==> src/rtl/fir_stereo_sched.sv <==
// fir_stereo_sched: shares one two-bank FIR core between the left and right
// channels. A stereo pair is issued left then right, both results are
// collected, and the pair is handed on as one strobe. A one-deep pending
// buffer absorbs a pair arriving while busy; a per-channel response timeout
// substitutes 0 for a missing result.
// Optional feature: define FIR_SCHED_BYPASS_EN to add the `bypass` input,
// which routes pairs arriving in IDLE straight to the outputs.

module fir_stereo_sched #(
  parameter int TIMEOUT = 255,
  parameter int DW      = 24
) (
  input  logic          clk,
  input  logic          rst,
  input  logic [DW-1:0] l_din,
  input  logic [DW-1:0] r_din,
  input  logic          lr_valid,
  output logic [DW-1:0] fir_din,
  output logic          fir_din_valid,
  output logic          fir_ch,
  input  logic [DW-1:0] fir_dout,
  input  logic          fir_dout_valid,
  output logic [DW-1:0] l_dout,
  output logic [DW-1:0] r_dout,
  output logic          lr_dout_valid,
  output logic          busy,
  output logic          overrun,
  output logic          timeout_err,
  input  logic          clr_err
`ifdef FIR_SCHED_BYPASS_EN
  ,
  input  logic          bypass
`endif
);

  // state   | meaning
  // IDLE    | no pair in flight, waiting for lr_valid
  // ISSUE_L | left sample on fir_din, issue strobe high, bank 0
  // WAIT_L  | waiting for the left result or the timeout
  // ISSUE_R | right sample on fir_din, issue strobe high, bank 1
  // WAIT_R  | waiting for the right result or the timeout
  // OUT     | both results captured; strobe the pair on the next cycle

  typedef enum logic [2:0] {
    IDLE    = 3'd0,
    ISSUE_L = 3'd1,
    WAIT_L  = 3'd2,
    ISSUE_R = 3'd3,
    WAIT_R  = 3'd4,
    OUT     = 3'd5
  } state_t;

  localparam int CW = (TIMEOUT < 1) ? 1 : $clog2(TIMEOUT + 1);

  state_t        state;
  logic [CW-1:0] cnt;
  logic [DW-1:0] pair_r;
  logic          pend_vld;
  logic [DW-1:0] pend_l;
  logic [DW-1:0] pend_r;
  logic          in_flight;

  // busy is a decode of the state register, so it changes on clock edges only
  assign busy = (state != IDLE);

  // ISSUE/WAIT states are the window in which a new pair goes to the pending buffer
  assign in_flight = (state == ISSUE_L) || (state == WAIT_L) ||
                     (state == ISSUE_R) || (state == WAIT_R);

  // Sequencer: state, issue strobes, result capture, pending buffer and error flags
  always_ff @(posedge clk or negedge rst) begin
    if (!rst) begin
      state         <= IDLE;
      cnt           <= '0;
      pair_r        <= '0;
      pend_vld      <= 1'b0;
      pend_l        <= '0;
      pend_r        <= '0;
      fir_din       <= '0;
      fir_din_valid <= 1'b0;
      fir_ch        <= 1'b0;
      l_dout        <= '0;
      r_dout        <= '0;
      lr_dout_valid <= 1'b0;
      overrun       <= 1'b0;
      timeout_err   <= 1'b0;
    end else begin
      fir_din_valid <= 1'b0;
      lr_dout_valid <= 1'b0;

      // clear first so that a set later in this block wins
      if (clr_err) begin
        overrun     <= 1'b0;
        timeout_err <= 1'b0;
      end

      case (state)
        IDLE: begin
          fir_ch <= 1'b0;
          if (lr_valid) begin
`ifdef FIR_SCHED_BYPASS_EN
            if (bypass) begin
              l_dout        <= l_din;
              r_dout        <= r_din;
              lr_dout_valid <= 1'b1;
            end else begin
`endif
              pair_r        <= r_din;
              fir_din       <= l_din;
              fir_din_valid <= 1'b1;
              state         <= ISSUE_L;
`ifdef FIR_SCHED_BYPASS_EN
            end
`endif
          end
        end

        ISSUE_L: begin
          cnt   <= '0;
          state <= WAIT_L;
        end

        WAIT_L: begin
          if (fir_dout_valid || (cnt == CW'(TIMEOUT))) begin
            if (fir_dout_valid) begin
              l_dout <= fir_dout;
            end else begin
              l_dout      <= '0;
              timeout_err <= 1'b1;
            end
            fir_din       <= pair_r;
            fir_din_valid <= 1'b1;
            fir_ch        <= 1'b1;
            state         <= ISSUE_R;
          end else begin
            cnt <= cnt + CW'(1);
          end
        end

        ISSUE_R: begin
          cnt   <= '0;
          state <= WAIT_R;
        end

        WAIT_R: begin
          if (fir_dout_valid) begin
            r_dout <= fir_dout;
            state  <= OUT;
          end else if (cnt == CW'(TIMEOUT)) begin
            r_dout      <= '0;
            timeout_err <= 1'b1;
            state       <= OUT;
          end else begin
            cnt <= cnt + CW'(1);
          end
        end

        OUT: begin
          lr_dout_valid <= 1'b1;
          if (pend_vld) begin
            // pending pair starts now; a pair arriving this cycle takes its slot
            pair_r        <= pend_r;
            fir_din       <= pend_l;
            fir_din_valid <= 1'b1;
            fir_ch        <= 1'b0;
            state         <= ISSUE_L;
            pend_vld      <= lr_valid;
            if (lr_valid) begin
              pend_l <= l_din;
              pend_r <= r_din;
            end
          end else if (lr_valid) begin
            // nothing pending: the arriving pair is started directly
            pair_r        <= r_din;
            fir_din       <= l_din;
            fir_din_valid <= 1'b1;
            fir_ch        <= 1'b0;
            state         <= ISSUE_L;
          end else begin
            fir_ch <= 1'b0;
            state  <= IDLE;
          end
        end

        default: begin
          fir_ch <= 1'b0;
          state  <= IDLE;
        end
      endcase

      if (in_flight && lr_valid) begin
        if (!pend_vld) begin
          pend_vld <= 1'b1;
          pend_l   <= l_din;
          pend_r   <= r_din;
        end else begin
          overrun <= 1'b1;
        end
      end
    end
  end

endmodule

==> config.mk <==
export PLATFORM = sky130hd
export DESIGN_NAME = fir_stereo_sched
export DESIGN_NICKNAME = d
export VERILOG_FILES = /design/src/rtl/fir_stereo_sched.sv
export SDC_FILE = /design/constraint.sdc
export NUM_CORES = 1
export LEC_CHECK = 0
export ABC_AREA = 1
export BUFFER_PORTS_ARGS = -buffer_cell sky130_fd_sc_hd__buf_2
export CAP_MARGIN = 20
export CORE_MARGIN = 2
export CORE_UTILIZATION = 56
export DETAILED_ROUTE_END_ITERATION = 8
export HOLD_SLACK_MARGIN = 0.06
export PLACE_DENSITY = 0.8
export SLEW_MARGIN = 20
export SYNTH_ARGS = -nofsm -noshare
export SYNTH_HDL_FRONTEND = slang
export SYNTH_SLANG_ARGS = --single-unit
export TNS_END_PERCENT = 100
==> constraint.sdc <==
create_clock -name clk -period 2.13 [get_ports clk]
set_clock_uncertainty 0.1 [all_clocks]
set_input_delay 0.1065 -clock clk [delete_from_list [all_inputs] [get_ports clk]]
set_output_delay 0.1065 -clock clk [all_outputs]
set_load 0.02 [all_outputs]
# --- After elaboration in Yosys (flattened, before gate mapping) ---
# Cells that the tools add are included.
word_totals:
  elab_cells: 98
  inputBits: 77
  out_inout_bits: 78
  register_bits: 161
op_classes:
  eq_ne: 12
  n_reduce_logical: 19
  n_bitwise: 1
  n_addsub: 1
  muxes: 51
ops:
  columns: ["op", "n"]
  rows:
  - ["24-bit two-way mux", 18]
  - ["24-bit case mux with 3 select lines", 1]
  - ["24-bit case mux with 2 select lines", 1]
  - ["8-bit two-way mux", 3]
  - ["8-bit case mux with 3 select lines", 1]
  - ["1-bit two-way mux", 19]
  - ["3-bit case mux with 6 select lines", 1]
  - ["3-bit two-way mux", 4]
  - ["3-bit nonzero test", 3]
  - ["8-bit by 1-bit adder with 8-bit output (second input constant)", 1]
  - ["8-bit == test (second input constant)", 1]
  - ["2-bit != test (second input constant)", 4]
  - ["2-bit AND reduction", 4]
  - ["3-bit by 2-bit == test with 1-bit output (second input constant)", 2]
  - ["3-bit == test (second input constant)", 2]
  - ["1-bit logical OR", 4]
  - ["1-bit case mux with 2 select lines", 2]
  - ["4-bit AND reduction", 1]
  - ["2-bit nonzero test", 2]
  - ["3-bit by 1-bit == test with 1-bit output (second input constant)", 1]
  - ["3-bit zero test", 1]
  - ["3-bit by 2-bit != test with 1-bit output (second input constant)", 1]
  - ["1-bit case mux with 3 select lines", 1]
  - ["3-bit AND reduction", 1]
  - ["5 further kinds", 5]

# --- Depth between registers and ports, before layout ---
# Gate-level depths: netlist (run 1).
depth:
  ltp_word: 6
  mapped_depth: 11
  ltp_nobuf: 9

# --- Worst setup path after synthesis (run 1) ---
# OpenSTA, ideal clock, no wires.
synth_path:
  kind: "register to register"
  from: "register cnt[0]"
  to: "register r_dout[17]"
  synth_period_minus_slack_ns: 1.701
  required_time_ns: 1.900
  t_arrival_ns: 1.471
  n_path_buf: 2
  setup_ns: 0.130
  path_slack_ns: 0.429
  stages_incl_launch_ff: 11
  path_cell_list: "dfrtp_1 ha_1 nand2_1 nor2_2 nand2_1 nand2_2 nand2_1 buf_2 buf_2 nand2_1 o21ai_0"
synth_via:
  elab_chain_len: 3
synth_rtl:
  columns: ["item", "line", "rtl"]
  rows:
  - ["start, declared", "56", "logic [CW-1:0] cnt;"]
  - ["start signal, assigned", "136", "cnt <= cnt + CW'(1);"]
  - ["start signal, assigned", "154", "cnt <= cnt + CW'(1);"]
  - ["8-bit == test", "149", "end else if (cnt == CW'(TIMEOUT)) begin"]
  - ["2-bit nonzero test (no line)", null, null]
  - ["2-bit AND reduction (no line)", null, null]
  - ["end signal, assigned", "147", "r_dout <= fir_dout;"]
  - ["end, declared", "24", "output logic [DW-1:0] r_dout,"]
# Every way passes these cells.
# A chain may end at the register's enable or synchronous reset.

# --- Worst setup path in the final report (run 1) ---
layout_path:
  from: "register state[1]"
  to: "register pend_l[23]"
layout_via:
  elab_chain_len: 6
  elab_cells_between_ends: 12
  cone_classes: "eq/ne: 5; mux: 3; reduce/logical: 4"
layout_rtl:
  columns: ["item", "line", "rtl"]
  rows:
  - ["start, declared", "55", "state_t state;"]
  - ["start signal, assigned", "73", "state <= IDLE;"]
  - ["start signal, assigned", "111", "state <= ISSUE_L;"]
  - ["start signal, assigned", "120", "state <= WAIT_L;"]
  - ["3-bit by 1-bit == test with 1-bit output or 3-bit by 2-bit == test with 1-bit output (tied branches)", "67", "assign in_flight = (state == ISSUE_L) || (state == WAIT_L) ||"]
  - ["1-bit logical OR (2 in a row)", "67", null]
  - ["1-bit logical OR", "68", "(state == ISSUE_R) || (state == WAIT_R);"]
  - ["1-bit logical AND", "191", "if (in_flight && lr_valid) begin"]
  - ["24-bit two-way mux *", "191", null]
  - ["end signal, assigned", "169", "pend_l <= l_din;"]
  - ["end signal, assigned", "194", "pend_l <= l_din;"]
  - ["end, declared", "59", "logic [DW-1:0] pend_l;"]
# Mark *: on every way between the ends. The rest lies on a longest branch, timed or not.

==> results of run 1 <==
## routing by layer
metal	wire length, microns	vias to the layer above
li1	-	3875
met1	9668	3819
met2	10720	401
met3	1992	59
met4	542	0
met5	0	-
## repair_timing
item,4_1_cts,5_1_grt
hold buffers,76,0
gates resized for setup,0,1
endpoints found under the setup margin,0,1
endpoints found under the hold margin,302,0
## final cells by class
cell class / count / share of cell area (%)
Inverter: 32 / 1.167
Timing Repair Buffer: 262 / 17.89
Clock inverter: 15 / 1.835
Multi-Input combinational cell: 821 / 33.65
Tap cell: 180 / 2.188
Clock buffer: 17 / 4.132
Sequential cell: 161 / 39.13
## cells by family after synthesis
| logic type | count (synthesis) | share of synthesized area [%] |
|---|---|---|
| compound gates | 130 | 8.469 |
| flops | 161 | 50.78 |
| buf+inv | 100 | 5.614 |
| fa+ha+maj | 1 | 0.1577 |
| simple gates | 690 | 34.98 |
## worst max-delay path, delay by kind of cell (launching register included)
| kind | cells | cell delay, ns |
|---|---|---|
| AND/OR/NAND/NOR | 6 | 0.93 |
| buffers and inverters | 3 | 0.45 |
| flip-flops | 1 | 0.38 |
## cell usage in the layout, fill, tap and decap left out, drive strengths merged, types with 2 or more instances in the layout
master	instances
nand2	499
buf	187
dfrtp	161
o21ai	121
nand3	114
dlygate4sd3	75
nor2	63
inv	39
clkbuf	17
nor3	11
clkinv	6
a21oi	4
o22ai	2
o21bai	2
clkinvlp	2
## cell usage after synthesis (all sizes together)
master	count
nand4	1
o211ai	1
nor3b	1
nand3	114
o21bai	2
and2	1
a21oi	4
buf	38
o22ai	2
nor3	11
inv	32
o21ai	121
nand2	499
ha	1
nor2	63
clkbuf	30
dfrtp	161
## flip-flops by register name, summed over array words and instances, names as in the netlist
| name | cells |
|---|---|
| fir_ch | 1 |
| lr_dout_valid | 1 |
| pend_vld | 1 |
| overrun | 1 |
| pair_r | 24 |
| fir_din | 24 |
| r_dout | 24 |
| timeout_err | 1 |
| pend_r | 24 |
| fir_din_valid | 1 |
| state | 3 |
| cnt | 8 |
| l_dout | 24 |
| pend_l | 24 |
## where the power goes
part,internal (W),leakage [nW],switching [W]
combinational,0.00208,3.16,0.00416
sequential,0.00438,2.05,0.000873
clock,0.00160,0.292,0.00150
## worst min path at each step
stage	start	to	depth (start not counted)
5_1_grt	rst	pend_l[22]$_DFF_PN0_	3
3_5_place_dp	rst	pend_l[22]$_DFF_PN0_	1
2_1_floorplan	rst	cnt[0]$_DFFE_PN0P_	0
3_3_place_gp	rst	fir_din[20]$_DFFE_PN0P_	1
4_1_cts	rst	fir_din[19]$_DFFE_PN0P_	3
6_report	rst	pend_vld$_DFF_PN0_	3
## per-stage QoR
stage,std cells,area [sq um],total power (W),worst slack [ns],util [%]
2_1_floorplan,1082,7934,0.009278,0.4294,-
3_3_place_gp,1380,8906,0.01106,0.3229,64.16
3_5_place_dp,1380,8906,0.01127,0.2468,64.16
4_1_cts,1488,10290,0.01452,0.1972,74.14
5_1_grt,1488,10290,0.01558,0.05742,74.17
6_report,1488,10290,0.01458,0.2088,74.17
==> metrics, run 1 <==
status=completed; Setup violations, final=0; maxcap violations=0; Port Buffer Count=154; DRT Pass-1 Iters=6; Seq/Total Area, Yosys=50.78%; critical-path cell list=inv_1 -> nand3_1 -> inv_1 -> nor2_1 -> nand2_1 -> nand2_1 -> buf_4 -> nand2_1 -> nand2_1; IO Count=between 150 and 200; RSZ-0062 raised after global routing=false; Avg Synthesized Cell Area=~7.3 sq um; area grow syn2layout=29.76%; top-area cell type share of the netlist area=about half; Max Freq=approximately 0.52 GHz; drt total wl=22930 microns; CTS tree=built; Setup crit end=pend_l[23]$_DFF_PN0_; multi-input combinational cell area=3465 sq um; cell taking the most area after synthesis=dfrtp_1; # H-tree levels=4; post-synthesis cell area=between 7000 and 8000 sq um; post-route ant nets=0; Arrival @ worst endpoint=~2.2 ns; CTS Sinks=between 150 and 200; gpl congestion=between 0.8 and 0.9; worst skew pair latency=0.44 ns; Final nets=between 1000 and 1500; setup_tns=0 ns; first-pass GRT wire length=about 37000 microns; RR Endpoint=pend_l[23]$_DFF_PN0_; peak fanout along the critical path=17; total of warnings raised by yosys=0; Post-CTS Setup Inserts=0; largest vdd supply drop=just under 0.9 mV; Die W=between 100 and 150 microns; R2R Setup Slk=roughly 0.21 ns; met1 Use GR=44.65%; number of global-route vias before repair=roughly 7500; flops & latches, synth=~160; placement row count=43; ant diodes=0; grt total ovfl=0; Max stage delay on crit path=around 0.38 ns; initial antenna violation count=0; largest net degree at the start of global routing=53; Synth Instances=approximately 1100; DRT iter0 DRCs=slightly above 900; # DRC=0; core area=approximately 14000 sq um; Min Hold Slack=around 0.14 ns; WL/cell=between 15 and 20 microns; Starting Density=roughly 57%; Slew Viols, Final=0; Worst-Margin Slew=about 0.6 ns; Setup crit end kind=flip-flop; Final Hold Fails=0; critical path data required time=roughly 2.4 ns; hpwl dp=approximately 14000 microns; Syn Nets=between 1000 and 1500; Tcrit/Tclk final=around nine tenths; Leak=about 5.5 nW; Worst Hold Class=primary input to async pin; die area=15140 sq um; Vias=8154; die height=approximately 120 microns; cts bufs inserted=17; Tmin final=approximately 1.9 ns; most frequent cell on the critical path=nand2_1; clk root buf=clkbuf_16; headroom to the max-slew limit=around 60%; global route hottest layer=met2; crit start category=flip-flop; Yosys cell types=27; reg2reg start=state[1]$_DFFE_PN0P_; Worst path slowest cell=dfrtp_1; PD cells=between 1000 and 1500 nW/um^2; layout filler cell count=roughly 1000; top post-synthesis cells by area=dfrtp_1, nand2_1, nand3_1; via/cell ratio=roughly 5.5; Crit Path Class=flip-flop to flip-flop; CTS Buffer Depth=2; fraction of layout cells with a size suffix above 1=~18%; worst r2r path cells=9; routing usage on met3=roughly 6.4%; register area=roughly 4000 sq um; GRT Total Usage=a little under a third; M2 GR Usage=roughly 49%; clock slew at reported path FFs=0.07 ns; critical path launch point=state[1]$_DFFE_PN0P_
Power figures use the tool's default switching activity.
==> run 2, diff against run 1 <==
- RECOVER_POWER: unset -> 50
- REMOVE_ABC_BUFFERS: unset -> 1
==> metrics, run 2 (synthesis results as in run 1) <==
Final nets=about 1400; Vias=about 8000; grt total ovfl=0; Tcrit/Tclk final=between 90% and 100%; core area=about 14000 sq um; largest net degree at the start of global routing=57; Worst Hold Class=primary input to flip-flop; Leak=between 5 and 6 nW; GRT Total Usage=31.72%; fraction of layout cells with a size suffix above 1=between 15 and 20%; placement row count=43; most common cell after layout, fill and taps aside=nand2_1; status=completed; # DRC=0; Setup crit end kind=flip-flop; Port Buffer Count=approximately 150; Setup violations, final=0; critical-path cell list=inv_1 -> nand3_1 -> buf_12 -> a21oi_4 -> buf_4 -> nand3_1 -> nand2_1; PD cells=1447 nW/um^2; Min Hold Slack=around 0.32 ns; Arrival @ worst endpoint=2.26 ns; die height=approximately 120 microns; worst slack, placed=around 0.27 ns; area grow syn2layout=29.51%; Worst path slowest cell=dfrtp_1; DRT iter0 DRCs=approximately 770; hpwl dp=around 14000 microns; gpl congestion=between 0.8 and 0.9; Max stage delay on crit path=approximately 0.4 ns; most frequent cells in the layout=nand2_1, dfrtp_1, buf_2; via/cell ratio=between 5 and 6; first-pass GRT wire length=around 37000 microns; post-route ant nets=0; cts bufs inserted=17; crit start category=flip-flop; clock slew at reported path FFs=roughly 0.06 ns; peak fanout along the critical path=51; ant diodes=0; Worst Setup Slack, final=between 0.1 and 0.15 ns; Starting Density=a little under three fifths; clk root buf=clkbuf_16; CP top delay family=buffers and inverters; Tmin final=1.996 ns; Worst-Margin Slew=1.459 ns; die area=between 15000 and 20000 sq um; worst skew pair latency=roughly 0.43 ns; critical path buffer and inverter count=3; CTS Sinks=~160; Max Freq=about 0.50 GHz; Die W=approximately 120 microns; Non-Filler Instances=~1500; number of global-route vias before repair=7513; RSZ-0062 raised after global routing=false; Slew Viols, Final=0; maxcap violations=0; most frequent cell on the critical path=nand3_1; # H-tree levels=4; CTS Buffer Depth=2; CTS tree=built; drt total wl=23640 microns; headroom to the max-slew limit=2.741%; critical path data required time=around 2.4 ns; placed instance count=roughly 1400; largest vdd supply drop=around 0.76 mV; Final Hold Fails=0; WL/cell=15.88 microns; setup_tns=0 ns; IO Count=around 160; Crit Path Class=flip-flop to flip-flop; initial antenna violation count=0; DRT Pass-1 Iters=5
==> run 2: cell count changes in the layout (fill, tap and decap cells not counted), sizes merged, moves of 3 or more <==
cell    before  now
inv         39   34
clkinv       6    3
clkbuf      17   58
buf        187  149
bufinv       0    4
==> run 2: worst paths after layout <==
path	slack, ns	startpoint	endpoint	cells past startpoint
min reg2reg	0.37	pend_l[16]$_DFF_PN0_	pend_l[16]$_DFF_PN0_	2
max	0.13	state[1]$_DFFE_PN0P_	pend_r[20]$_DFF_PN0_	7
min in group asynchronous	0.47	rst	r_dout[15]$_DFFE_PN0P_	2
max in group asynchronous	0.34	rst	pair_r[16]$_DFFE_PN0P_	3
max reg2reg	0.13	state[1]$_DFFE_PN0P_	pend_r[20]$_DFF_PN0_	7
min	0.32	clr_err	overrun$_DFF_PN0_	3
==> run 2: report_power, final <==
part / switching (W) / total, W / leakage, nW / internal (W)
Sequential: 0.000874 / 0.00526 / 2.05 / 0.00438
Combinational: 0.00429 / 0.00634 / 3.04 / 0.00205
Clock: 0.00128 / 0.00327 / 0.295 / 0.00199
==> run 2: worst register-to-register path: stages (launching register included) <==
cell and delay, ns:
dfrtp_1 0.40, inv_1 0.14, nand3_1 0.21, buf_12 0.26, a21oi_4 0.20, buf_4 0.38, nand3_1 0.16, nand2_1 0.09
==> run 2: layout make-up <==
type,count,area (sq um)
timing repair buffer,265,1812
clock buffer,18,439.2
multi-input combinational,821,3467
clock inverter,12,182.7
tap,180,225.2
inverter,32,120.1
fill,1112,3606
sequential,161,4029
==> run 2: repair_timing <==
action | in CTS | in global routing
setup buffers | 0 | 0
endpoints found under the hold margin | 296 | 0
endpoints found under the setup margin | 0 | 1
gates resized for setup | 0 | 1
hold buffers | 76 | 0
==> run 2: metrics by stage <==
stage          util, %  total power, W  cell area (sq um)
4_1_cts          74.50         0.01483              10340
2_1_floorplan        -        0.008948               7609
5_1_grt          74.02         0.01587              10270
3_5_place_dp     64.54         0.01143               8959
3_3_place_gp     64.54         0.01122               8959
6_report         74.02         0.01487              10270
==> run 2: layer usage <==
metal | GRT usage [%] | up-vias | part of all wire [%]
li1 | - | 3875 | -
met3 | 6.273 | 48 | 8.5
met2 | 53.25 | 432 | 49
met4 | 10.44 | 0 | 1.4
met1 | 41.50 | 3788 | 41
met5 | 0 | - | 0
